<file path="src/rtl/motion_pkg.sv">
// Shared definitions for the motion sequencer: command/state encodings,
// direction-pin patterns and default timing values.
package motion_pkg;

   // Default timing at a 100 MHz clock: 60 Hz PWM, 1 ms dead-time.
   localparam int unsigned PWM_PERIOD_DEF = 1666667;
   localparam int unsigned DEAD_TICKS_DEF = 100000;
   localparam int unsigned RAMP_STEP_DEF  = 104167;

   // Width of the PWM counter and duty field, and of the duration counter.
   localparam int CNT_W = 21;
   localparam int DUR_W = 32;

   // Command opcodes. OP_STOP doubles as "no direction" for the last-run tracker.
   typedef enum logic [1:0] {
      OP_STOP   = 2'd0,
      OP_FWD    = 2'd1,
      OP_TURN_L = 2'd2,
      OP_TURN_R = 2'd3
   } op_e;

   typedef enum logic [1:0] {
      ST_IDLE  = 2'd0,
      ST_DEAD  = 2'd1,
      ST_RUN   = 2'd2,
      ST_FAULT = 2'd3
   } state_e;

   // Direction pins ordered {IN1, IN2, IN3, IN4} =
   // {right-fwd, right-back, left-fwd, left-back}.
   localparam logic [3:0] IN_OFF    = 4'b0000;
   localparam logic [3:0] IN_FWD    = 4'b1010;
   localparam logic [3:0] IN_TURN_R = 4'b0110;
   localparam logic [3:0] IN_TURN_L = 4'b1001;

   function automatic logic [3:0] in_pattern(input op_e op);
      logic [3:0] pat;
      case (op)
         OP_FWD:    pat = IN_FWD;
         OP_TURN_R: pat = IN_TURN_R;
         OP_TURN_L: pat = IN_TURN_L;
         default:   pat = IN_OFF;
      endcase
      return pat;
   endfunction

endpackage

</file>
<file path="src/rtl/pwm_gen.sv">
// Shared PWM generator for both motor channels: one period counter, a duty
// compare with saturation, zero-latency overcurrent gating and, when
// MOTION_SEQ_SOFT_START_EN is defined, a per-period soft-start ramp.
module pwm_gen
   import motion_pkg::*;
#(
   parameter int unsigned PWM_PERIOD = PWM_PERIOD_DEF,
   parameter int unsigned RAMP_STEP  = RAMP_STEP_DEF
) (
   input  logic             clock,
   input  logic             rst_n,
   input  logic             en_i,
   input  logic [CNT_W-1:0] duty_i,
   input  logic             oc_i,
   output logic [1:0]       pwm_o
);

`ifdef MOTION_SEQ_SOFT_START_EN
   localparam bit SOFT_START = 1'b1;
`else
   localparam bit SOFT_START = 1'b0;
`endif
   // A zero step could never rise, so it behaves like no ramp at all.
   localparam bit RAMP_EN = SOFT_START && (RAMP_STEP != 0);

   localparam logic [CNT_W-1:0] PERIOD_C = CNT_W'(PWM_PERIOD);
   localparam logic [CNT_W-1:0] LAST_C   = CNT_W'(PWM_PERIOD - 1);

   logic [CNT_W-1:0] cnt_q, cnt_d;
   logic [CNT_W-1:0] duty_sat;
   logic [CNT_W-1:0] duty_eff;
   logic             wrap;
   logic             pwm_on;

   assign wrap = (cnt_q == LAST_C);

   // Counter is held at zero outside RUN so every run starts a fresh period.
   always_comb begin
      cnt_d = '0;
      if (en_i && !wrap) begin
         cnt_d = cnt_q + 1'b1;
      end
   end

   // Period counter register.
   always_ff @(posedge clock or negedge rst_n) begin
      if (!rst_n) begin
         cnt_q <= '0;
      end else begin
         cnt_q <= cnt_d;
      end
   end

   // Duties at or above the period mean always-on.
   assign duty_sat = (duty_i >= PERIOD_C) ? PERIOD_C : duty_i;

   generate
      if (RAMP_EN) begin : g_ramp
         localparam logic [CNT_W:0] STEP_C = (CNT_W+1)'(RAMP_STEP);

         logic [CNT_W-1:0] ramp_q, ramp_d;
         logic [CNT_W:0]   ramp_sum;

         assign ramp_sum = {1'b0, ramp_q} + STEP_C;

         // Ramp restarts from zero each run and steps once per period wrap.
         always_comb begin
            ramp_d = ramp_q;
            if (!en_i) begin
               ramp_d = '0;
            end else if (wrap) begin
               ramp_d = (ramp_sum >= {1'b0, duty_sat}) ? duty_sat : ramp_sum[CNT_W-1:0];
            end
         end

         // Ramp level register.
         always_ff @(posedge clock or negedge rst_n) begin
            if (!rst_n) begin
               ramp_q <= '0;
            end else begin
               ramp_q <= ramp_d;
            end
         end

         assign duty_eff = ramp_q;
      end else begin : g_flat
         assign duty_eff = duty_sat;
      end
   endgenerate

   // Overcurrent masks the output combinationally, without waiting a cycle.
   assign pwm_on = en_i && (cnt_q < duty_eff) && !oc_i;

   for (genvar gi = 0; gi < 2; gi++) begin : g_chan
      assign pwm_o[gi] = pwm_on;
   end

endmodule

</file>
<file path="src/rtl/motion_sequencer.sv">
// Two-motor command sequencer: accepts STOP/FWD/TURN commands, inserts a
// dead-time on direction reversal, runs the PWM for a timed duration and
// latches overcurrent faults. Optional soft-start ramp is enabled with
// MOTION_SEQ_SOFT_START_EN (implemented inside pwm_gen).
module motion_sequencer
   import motion_pkg::*;
#(
   parameter int unsigned PWM_PERIOD = PWM_PERIOD_DEF,
   parameter int unsigned DEAD_TICKS = DEAD_TICKS_DEF,
   parameter int unsigned RAMP_STEP  = RAMP_STEP_DEF
) (
   input  logic             clock,
   input  logic             rst_n,
   input  logic             cmd_valid,
   output logic             cmd_ready,
   input  logic [1:0]       cmd_op,
   input  logic [CNT_W-1:0] cmd_duty,
   input  logic [DUR_W-1:0] cmd_dur,
   input  logic             abort,
   input  logic             oc,
   input  logic             fault_clr,
   output logic             IN1,
   output logic             IN2,
   output logic             IN3,
   output logic             IN4,
   output logic             PWMA,
   output logic             PWMB,
   output logic             busy,
   output logic             done,
   output logic             fault
);

   localparam logic [DUR_W-1:0] DEAD_LAST = DUR_W'(DEAD_TICKS - 1);

   state_e           state_q, state_d;
   op_e              op_q, op_d;
   op_e              dir_q, dir_d;      // last run direction, OP_STOP = none
   logic [CNT_W-1:0] duty_q, duty_d;
   logic [DUR_W-1:0] dur_q, dur_d;      // always >= 1 once latched
   logic [DUR_W-1:0] dead_q, dead_d;
   logic [DUR_W-1:0] run_q, run_d;
   logic             done_q, done_d;

   logic             accept;
   op_e              new_op;
   logic [3:0]       in_pat;
   logic [1:0]       pwm;

   assign cmd_ready = (state_q == ST_IDLE) && !oc;
   assign accept    = cmd_valid && cmd_ready;
   assign new_op    = op_e'(cmd_op);

   // Next-state logic: overcurrent beats abort, abort beats completion.
   always_comb begin
      state_d = state_q;
      op_d    = op_q;
      dir_d   = dir_q;
      duty_d  = duty_q;
      dur_d   = dur_q;
      dead_d  = dead_q;
      run_d   = run_q;
      done_d  = 1'b0;
      case (state_q)
         ST_IDLE: begin
            if (accept) begin
               op_d   = new_op;
               duty_d = cmd_duty;
               dur_d  = (cmd_dur == '0) ? DUR_W'(1) : cmd_dur;
               dead_d = '0;
               run_d  = '0;
               if (new_op == OP_STOP) begin
                  done_d = 1'b1;
               end else begin
                  dir_d = new_op;
                  if ((new_op != dir_q) && (DEAD_TICKS != 0)) begin
                     state_d = ST_DEAD;
                  end else begin
                     state_d = ST_RUN;
                  end
               end
            end
         end
         ST_DEAD: begin
            if (oc) begin
               state_d = ST_FAULT;
            end else if (abort) begin
               state_d = ST_IDLE;
            end else if (dead_q == DEAD_LAST) begin
               state_d = ST_RUN;
               run_d   = '0;
            end else begin
               dead_d = dead_q + 1'b1;
            end
         end
         ST_RUN: begin
            if (oc) begin
               state_d = ST_FAULT;
            end else if (abort) begin
               state_d = ST_IDLE;
            end else if (run_q == dur_q - 1'b1) begin
               state_d = ST_IDLE;
               done_d  = 1'b1;
            end else begin
               run_d = run_q + 1'b1;
            end
         end
         ST_FAULT: begin
            if (fault_clr && !oc) begin
               state_d = ST_IDLE;
               dir_d   = OP_STOP;
            end
         end
         default: begin
            state_d = ST_IDLE;
         end
      endcase
   end

   // State and latched-command registers.
   always_ff @(posedge clock or negedge rst_n) begin
      if (!rst_n) begin
         state_q <= ST_IDLE;
         op_q    <= OP_STOP;
         dir_q   <= OP_STOP;
         duty_q  <= '0;
         dur_q   <= '0;
         dead_q  <= '0;
         run_q   <= '0;
         done_q  <= 1'b0;
      end else begin
         state_q <= state_d;
         op_q    <= op_d;
         dir_q   <= dir_d;
         duty_q  <= duty_d;
         dur_q   <= dur_d;
         dead_q  <= dead_d;
         run_q   <= run_d;
         done_q  <= done_d;
      end
   end

   // Bridge drive only while running; everything is released otherwise.
   assign in_pat               = (state_q == ST_RUN) ? in_pattern(op_q) : IN_OFF;
   assign {IN1, IN2, IN3, IN4} = in_pat;

   assign busy  = (state_q == ST_DEAD) || (state_q == ST_RUN);
   assign fault = (state_q == ST_FAULT);
   assign done  = done_q;

   pwm_gen #(
      .PWM_PERIOD (PWM_PERIOD),
      .RAMP_STEP  (RAMP_STEP)
   ) u_pwm (
      .clock  (clock),
      .rst_n  (rst_n),
      .en_i   (state_q == ST_RUN),
      .duty_i (duty_q),
      .oc_i   (oc),
      .pwm_o  (pwm)
   );

   assign PWMA = pwm[0];
   assign PWMB = pwm[1];

endmodule
</file>
<file path="config.mk">
export PLATFORM = sky130hd
export DESIGN_NAME = motion_sequencer
export DESIGN_NICKNAME = d
export VERILOG_FILES = /design/src/rtl/motion_pkg.sv /design/src/rtl/pwm_gen.sv /design/src/rtl/motion_sequencer.sv
export SDC_FILE = /design/constraint.sdc
export NUM_CORES = 1
export LEC_CHECK = 0
export CAP_MARGIN = 20
export CORE_MARGIN = 5
export CORE_UTILIZATION = 38
export CTS_BUF_LIST = sky130_fd_sc_hd__clkbuf_8 sky130_fd_sc_hd__clkbuf_16
export CTS_CLUSTER_DIAMETER = 80
export DETAILED_ROUTE_END_ITERATION = 8
export PLACE_DENSITY = 0.62
export SLEW_MARGIN = 5
export SYNTH_ARGS = -nofsm -noshare
export SYNTH_HDL_FRONTEND = slang
export SYNTH_SLANG_ARGS = --single-unit
</file>
<file path="constraint.sdc">
create_clock -name clock -period 9.6 [get_ports clock]
set_input_delay 1.92 -clock clock [delete_from_list [all_inputs] [get_ports clock]]
set_output_delay 1.92 -clock clock [all_outputs]
set_load 0.03 [all_outputs]
</file>
==> results.ini, run 1 <==
[timing]
fin_crit_sh=0.661
setup_tns_ns=0
worst_hold_slack_ns=0.511
rsz0062_at_grt=false
setup_viol=0
finalHoldViolCount=0
drv_slew=0
max_freq_mhz=158
clock_skew_ns=0.0104
tightest_slew_ns=0.915
period_needed_ns=6.35
fin_ws_ns=3.25
slew_headroom=0.389

[synth]
synthFlopType=dfrtp_1
syn_area_um2=9070
synth_area_per_cell_um2=9.19
syn-num-nets=1081
synth_warnings=0
synth.ff_latch_count=145
synth_top_area_share=0.400
seq_area_frac_synth=0.400
synth-edff-count=0
yosys-top-cells-area=dfrtp_1 40%, mux2_2 6.8%, ha_1 4.6%, nor2_1 4.6%, xnor2_1 4.0%
yosysTopAreaCell=dfrtp_1
ys_types=64
synthCells=987
synth_async_sr_flop_share=1.00

[clock_tree]
clkTransAtPathRegs_ns=0.06
htreeDepth=4
ctsHoldBuffers=0
cts_buffers=17
cts_setup_buffers=0
insertion_delay_ns=0.42
clockRootBuffer=clkbuf_16
tritoncts_num_sinks=145
ctsResizeCount=0
cts_buffer_depth=2
cts_tree=yes

[critical_path]
cp-end-kind=primary output
critPathLaunch=duty_q[1]$_DFFE_PN0P_
critical_path.max_fanout=10
worstPathArrival_ns=4.43
r2r_end=run_q[21]$_DFFE_PN0P_
worst-r2r-cell-count=10
rr_startpoint=dur_q[12]$_DFFE_PN0P_
critical_path_class=register to primary output
critPathLaunchType=register
rrSetupSlack_ns=5.28
worstPathRequired_ns=7.68

[grt]
grt_overflow_total=0
first_global_vias=7214
antenna_found_initial=0
grt_max_degree=82
track_usage=0.168
grt_first_pass_wirelength_mm=36.9

[pwr]
peakVddDrop_mv=0.158
total_power_mw=2.58
p_leak_nw=4.29
cellPowerDensity_nw_per_um2=244

[layout]
area_growth_pct=16.8
fillers=2233
n_antenna_cell=0
drive_gt1_frac=0.103
fin_nets=1133

[die]
rows=56
ios=71
start_util=0.386
die_h_um=164
die_w_um=164
die_area_um2=27100
core_region_area_um2=23500

[detailed_routing]
wl_met2_mm=11.1
drt-pass1-iter-count=5
drt-initial-drc-count=424
top_layer_used=met4
remaining_drc_errors=0
viasPerCell=5.44
met3WireLength_um=669
routed_wire_length_per_instance_um=16.2
drt-total-wl_mm=22.3
antenna_left=0
vias=7453
m1WireLength_mm=10.2

[placed_design]
io_buffers=70
gp_congestion=0.831
place_ws_ns=3.35
hpwlAfterDp_mm=16.2

[min_path]
min_path_type=register to register
hold_end=dead_q[1]$_DFFE_PN0P_
hp-start=dead_q[1]$_DFFE_PN0P_
min_delay_path_depth=2

[run]
cap_violations=0

[status]
status=finished, final reports clean

registers in the layout (all words and copies together), names as in the netlist:
name         count
dead_q          32
dur_q           32
run_q           32
duty_q          21
u_pwm.cnt_q     21
dir_q            2
op_q             2
state_q          2
done             1
cells in the final DEF, fill, tap and decap left out, types with 4 or more instances in the layout:
cell             count
a21o_1               7
a21oi_1             31
a31oi_1              5
and2_1               9
and3_1              14
and4_1               5
buf_4                7
clkbuf_16           17
clkdlybuf4s50_1     69
dfrtp_1            145
ha_1                33
inv_1               24
inv_6                6
mux2_2              55
mux2i_1             12
nand2_1             82
nand2b_1            12
nand3_1             45
nand3b_1             4
nand4_1             44
nand4b_1             4
nor2_1             109
nor2b_1             11
nor3_1              28
nor4_1              26
o21ai_0             41
o21ai_1             12
o311ai_0             4
o31ai_1              7
o41ai_1              7
or3_1               22
or4_1               15
xnor2_1             41
xor2_1              41
final cells by class:
| class | count | area, um2 | area share |
|---|---|---|---|
| clock inverters | 15 | 149 | 0.0141 |
| flip-flops and latches | 145 | 3630 | 0.342 |
| clock buffers | 17 | 425 | 0.0401 |
| repair buffers | 77 | 754 | 0.0712 |
| multi-input cells | 775 | 5150 | 0.486 |
| well taps | 319 | 399 | 0.0377 |
| inverters | 23 | 86.3 | 0.00815 |
report_power, final:
| group | total (mW) | internal (mW) | switching (mW) |
|---|---|---|---|
| clock network | 0.651 | 0.365 | 0.286 |
| logic | 0.945 | 0.413 | 0.532 |
| registers | 0.985 | 0.760 | 0.225 |
| total | 2.58 | 1.54 | 1.04 |
metal layers:
layer,GRT usage,up-vias
met1,0.225,3623
met2,0.282,115
li1,-,3689
met3,0.0289,26
met4,0.0476,0
met5,0,-
synth_stat cells (all sizes together), types with 4 or more instances:
master,n
xor2,41
o31ai,7
nor3,29
mux2i,12
and3,14
nand2,82
o311ai,4
mux2,56
nand4b,4
ha,33
nor2b,11
a21oi,31
nor2,110
and4,5
clkbuf,33
buf,11
a21o,7
xnor2,41
o41ai,7
nand4,44
nor4,30
and2,9
or4,16
a31oi,5
o21ai,53
inv,23
dfrtp,145
nand3b,4
nand2b,12
nand3,45
or3,22
through the flow:
step | instances | area (um2) | utilization
finish | 1371 | 10600 | 0.451
floorplan | 987 | 9070 | -
CTS | 1371 | 10600 | 0.451
global route | 1371 | 10600 | 0.451
global placement | 1339 | 10000 | 0.427
detailed placement | 1339 | 10000 | 0.427
worst max path at each step:
stage | slack (ns) | depth (start not counted) | endpoint
3_3_place_gp | 3.40 | 7 | PWMB
2_1_floorplan | 4.08 | 7 | PWMB
5_1_grt | 2.72 | 17 | PWMA
3_5_place_dp | 3.35 | 7 | PWMA
4_1_cts | 3.20 | 19 | PWMA
6_report | 3.25 | 19 | PWMA
cell families after synthesis:
family          Yosys count  synth area share
compound gates          137            0.0927
xor+xnor                 82            0.0792
mux                      68            0.0832
fa+ha+maj                33            0.0455
simple gates            455             0.267
buf+inv                  67            0.0320
flops                   145             0.400
critical path: stages, from the launching register on:
cell and delay [ns]:
dfrtp_1 0.36, a21o_1 0.12, a21oi_1 0.06, o21ai_0 0.19, a41oi_1 0.14, nor2_1 0.11, o21ai_0 0.10, a21oi_1 0.60
nor2_1 0.10, ha_1 0.32, a21o_1 0.16, a21o_1 0.17, a21oi_1 0.13, nor2b_1 0.05, o21ai_0 0.14, nand2b_1 0.07
a21oi_1 0.14, o21ai_0 0.10, a41oi_1 0.23, clkdlybuf4s50_1 0.72
Power figures use the tool's default switching activity.
==> inputs of run 2 (changes only) <==
--- a/config.mk
+++ b/config.mk
@@ -11,7 +11,7 @@
 export CTS_BUF_LIST = sky130_fd_sc_hd__clkbuf_8 sky130_fd_sc_hd__clkbuf_16
 export CTS_CLUSTER_DIAMETER = 80
 export DETAILED_ROUTE_END_ITERATION = 8
-export PLACE_DENSITY = 0.62
+export PLACE_DENSITY = 0.64
 export SLEW_MARGIN = 5
 export SYNTH_ARGS = -nofsm -noshare
 export SYNTH_HDL_FRONTEND = slang
==> constraint.sdc (replaced) <==
create_clock -name clock -period 5.8 [get_ports clock]
set_input_delay 1.16 -clock clock [delete_from_list [all_inputs] [get_ports clock]]
set_output_delay 1.16 -clock clock [all_outputs]
set_load 0.03 [all_outputs]
==> run 2 against run 1 <==
Flip-flop and latch count is the same. Largest cell class unchanged. Global-route usage shrank 0.15 points. Total power grew 64%. Sequential share of layout area shrank 0.11 points. Cell area grew 0.33%. Via count grew 1.4%. Final cell count grew 0.36%. Clock skew is essentially flat. Utilization grew 0.15 points.
==> results.ini, run 2 (synthesized netlist as in run 1, its figures left out) <==
[detailed_routing]
viasPerCell=5.49  ; +1.1%
top_layer_used=met4
m1WireLength_mm=9.98  ; -1.8%
remaining_drc_errors=0  ; unchanged
routed_wire_length_per_instance_um=16.1  ; -0.87%
antenna_left=0  ; unchanged
drt-pass1-iter-count=5  ; unchanged
met3WireLength_um=604  ; -9.7%
wl_met2_mm=11.1  ; +0.75%
drt-initial-drc-count=463  ; +9.2%
drt-total-wl_mm=22.1  ; -0.51%
vias=7559  ; +1.4%

[clock_tree]
clockRootBuffer=clkbuf_16
cts_buffers=17  ; unchanged
tritoncts_num_sinks=145  ; unchanged
insertion_delay_ns=0.42  ; about the same
htreeDepth=4  ; unchanged
ctsHoldBuffers=0  ; unchanged
clkTransAtPathRegs_ns=0.06  ; about the same
cts_buffer_depth=2  ; unchanged
cts_tree=yes

[critical_path]
path_delay_family=compound AO/OA/AOI/OAI gates
critPathMostFrequentCell=o21ai_0
crit_buf_inv=1  ; unchanged
worstPathRequired_ns=4.64  ; -3.04 ns
rrSetupSlack_ns=1.48  ; -3.80 ns
rr_startpoint=dur_q[12]$_DFFE_PN0P_
worst-r2r-cell-count=10  ; unchanged
worstPathCellList=a21o_1, a21oi_1, o21ai_0, a41oi_1, nor2_1, o21ai_0, a21o_1, nand2_1, ha_1, nand4_1, nor2_1, a2111oi_0, o211ai_1, a21oi_1, o21ai_0, a41oi_1, dlymetal6s2s_1
critPathLaunchType=register
critical_path_class=register to primary output
max_stage_delay_ns=0.43  ; -0.29 ns
cp-end-kind=primary output
critical_path.max_fanout=7  ; -3
r2r_end=run_q[21]$_DFFE_PN0P_
worstPathArrival_ns=4.10  ; -0.33 ns
cp_slowest_cell=a2111oi_0

[die]
start_util=0.386  ; unchanged
die_area_um2=27100  ; unchanged
rows=56  ; unchanged
ios=71  ; unchanged
core_region_area_um2=23500  ; unchanged
die_h_um=164  ; unchanged
die_w_um=164  ; unchanged

[timing]
period_needed_ns=5.26
setup_tns_ns=0  ; unchanged
drv_slew=0  ; unchanged
max_freq_mhz=190
fin_crit_sh=0.907
tightest_slew_ns=0.900  ; -0.0152 ns
rsz0062_at_grt=false
finalHoldViolCount=0  ; unchanged
setup_viol=0  ; unchanged
slew_headroom=0.395  ; +0.00607
clock_skew_ns=0.00988  ; -0.000472 ns

[layout]
top_regs=dead_q (32), dur_q (32), run_q (32)
fin_nets=1138  ; +0.44%
final_util=0.453  ; +0.00149
final_cell_mix=145 x dfrtp_1, 109 x nor2_1, 82 x nand2_1
area_growth_pct=17.2
drive_gt1_frac=0.107  ; +0.00424
n_antenna_cell=0  ; unchanged
layout_commonest_cell=dfrtp_1

[grt]
grt_first_pass_wirelength_mm=36.7  ; -0.43%
grt_overflow_total=0  ; unchanged
antenna_found_initial=0  ; unchanged
track_usage=0.167  ; -0.00146
grt_max_degree=106  ; +29%
first_global_vias=7349  ; +1.9%

[placed_design]
gp_congestion=0.843  ; +1.5%
hpwlAfterDp_mm=16.2  ; +0.17%
io_buffers=70  ; unchanged

[min_path]
hp-start=dead_q[0]$_DFFE_PN0P_
hold_end=dead_q[0]$_DFFE_PN0P_
min_delay_path_depth=1  ; -1
min_path_type=register to register

[pwr]
cellPowerDensity_nw_per_um2=398  ; +63%
p_leak_nw=4.34  ; +1.2%
peakVddDrop_mv=0.230  ; +46%
total_power_mw=4.24  ; +64%

[run]
cap_violations=0  ; unchanged

[status]
status=finished, final reports clean

[run 2: changes by cell type in the layout (fill, tap and decap cells not counted)]
cell | previous run | this run
inv_6 | 6 | 5
bufinv_16 | 1 | 0
clkbuf_2 | 0 | 1
dlymetal6s2s_1 | 0 | 2
clkinv_4 | 2 | 0
clkinv_2 | 0 | 1
clkinvlp_4 | 3 | 5
clkdlybuf4s50_1 | 69 | 67
buf_4 | 7 | 10
buf_16 | 0 | 1
inv_8 | 2 | 3
[run 2: layout make-up]
| cell class | count | area, um2 |
|---|---|---|
| well taps | 319 | 399 |
| repair buffers | 82 | 815 |
| clock buffers | 17 | 425 |
| multi-input cells | 775 | 5150 |
| clock inverters | 15 | 124 |
| fillers | 2273 | 12800 |
| inverters | 23 | 86.3 |
| flip-flops and latches | 145 | 3630 |
[run 2: how the worst max path moves through the flow]
stage | slack, ns | cells past startpoint | start | endpoint
2_1_floorplan | 1.13 | 19 | duty_q[0]$_DFFE_PN0P_ | PWMB
3_3_place_gp | 0.80 | 17 | duty_q[0]$_DFFE_PN0P_ | PWMB
3_5_place_dp | 0.66 | 17 | duty_q[0]$_DFFE_PN0P_ | PWMA
4_1_cts | 0.16 | 17 | duty_q[0]$_DFFE_PN0P_ | PWMA
5_1_grt | 0.20 | 17 | duty_q[0]$_DFFE_PN0P_ | PWMA
6_report | 0.54 | 17 | duty_q[0]$_DFFE_PN0P_ | PWMA
[run 2: routing by layer]
| layer | vias to the layer above | global-route usage |
|---|---|---|
| li1 | 3702 | - |
| met1 | 3687 | 0.221 |
| met2 | 133 | 0.279 |
| met3 | 37 | 0.0272 |
| met4 | 0 | 0.0537 |
| met5 | - | 0 |
[run 2: report_power, final]
part / leakage, nW / switching [mW] / internal, mW
combinational: 2.18 / 0.885 / 0.707
sequential: 1.90 / 0.363 / 1.26
clock: 0.260 / 0.464 / 0.559
[run 2: worst register-to-register path: stages (launching register included)]
cell and delay (ns):
dfrtp_1 0.47, nor4_1 0.67, and3_1 0.53, nand3_1 0.15
xnor2_1 0.21, or4_1 0.53, or4_4 0.55, nor4_4 0.21
buf_4 0.44, nor3_1 0.15, mux2_4 0.31
[run 2: through the flow]
step                      instance area, um2  hold slack, ns  setup WS, ns  cells
after global placement                 10000           0.497         0.800   1342
final                                  10600           0.523         0.540   1376
after global routing                   10600           0.530         0.204   1376
after CTS                              10600           0.532         0.161   1374
after floorplan                         9070           0.476          1.13    987
after detailed placement               10000           0.515         0.659   1342
[run 2: timing repair]
action | 4_1_cts | 5_1_grt
resized for setup | 0 | 2
buffers inserted | 0 | 0
setup endpoints to repair | 0 | 2
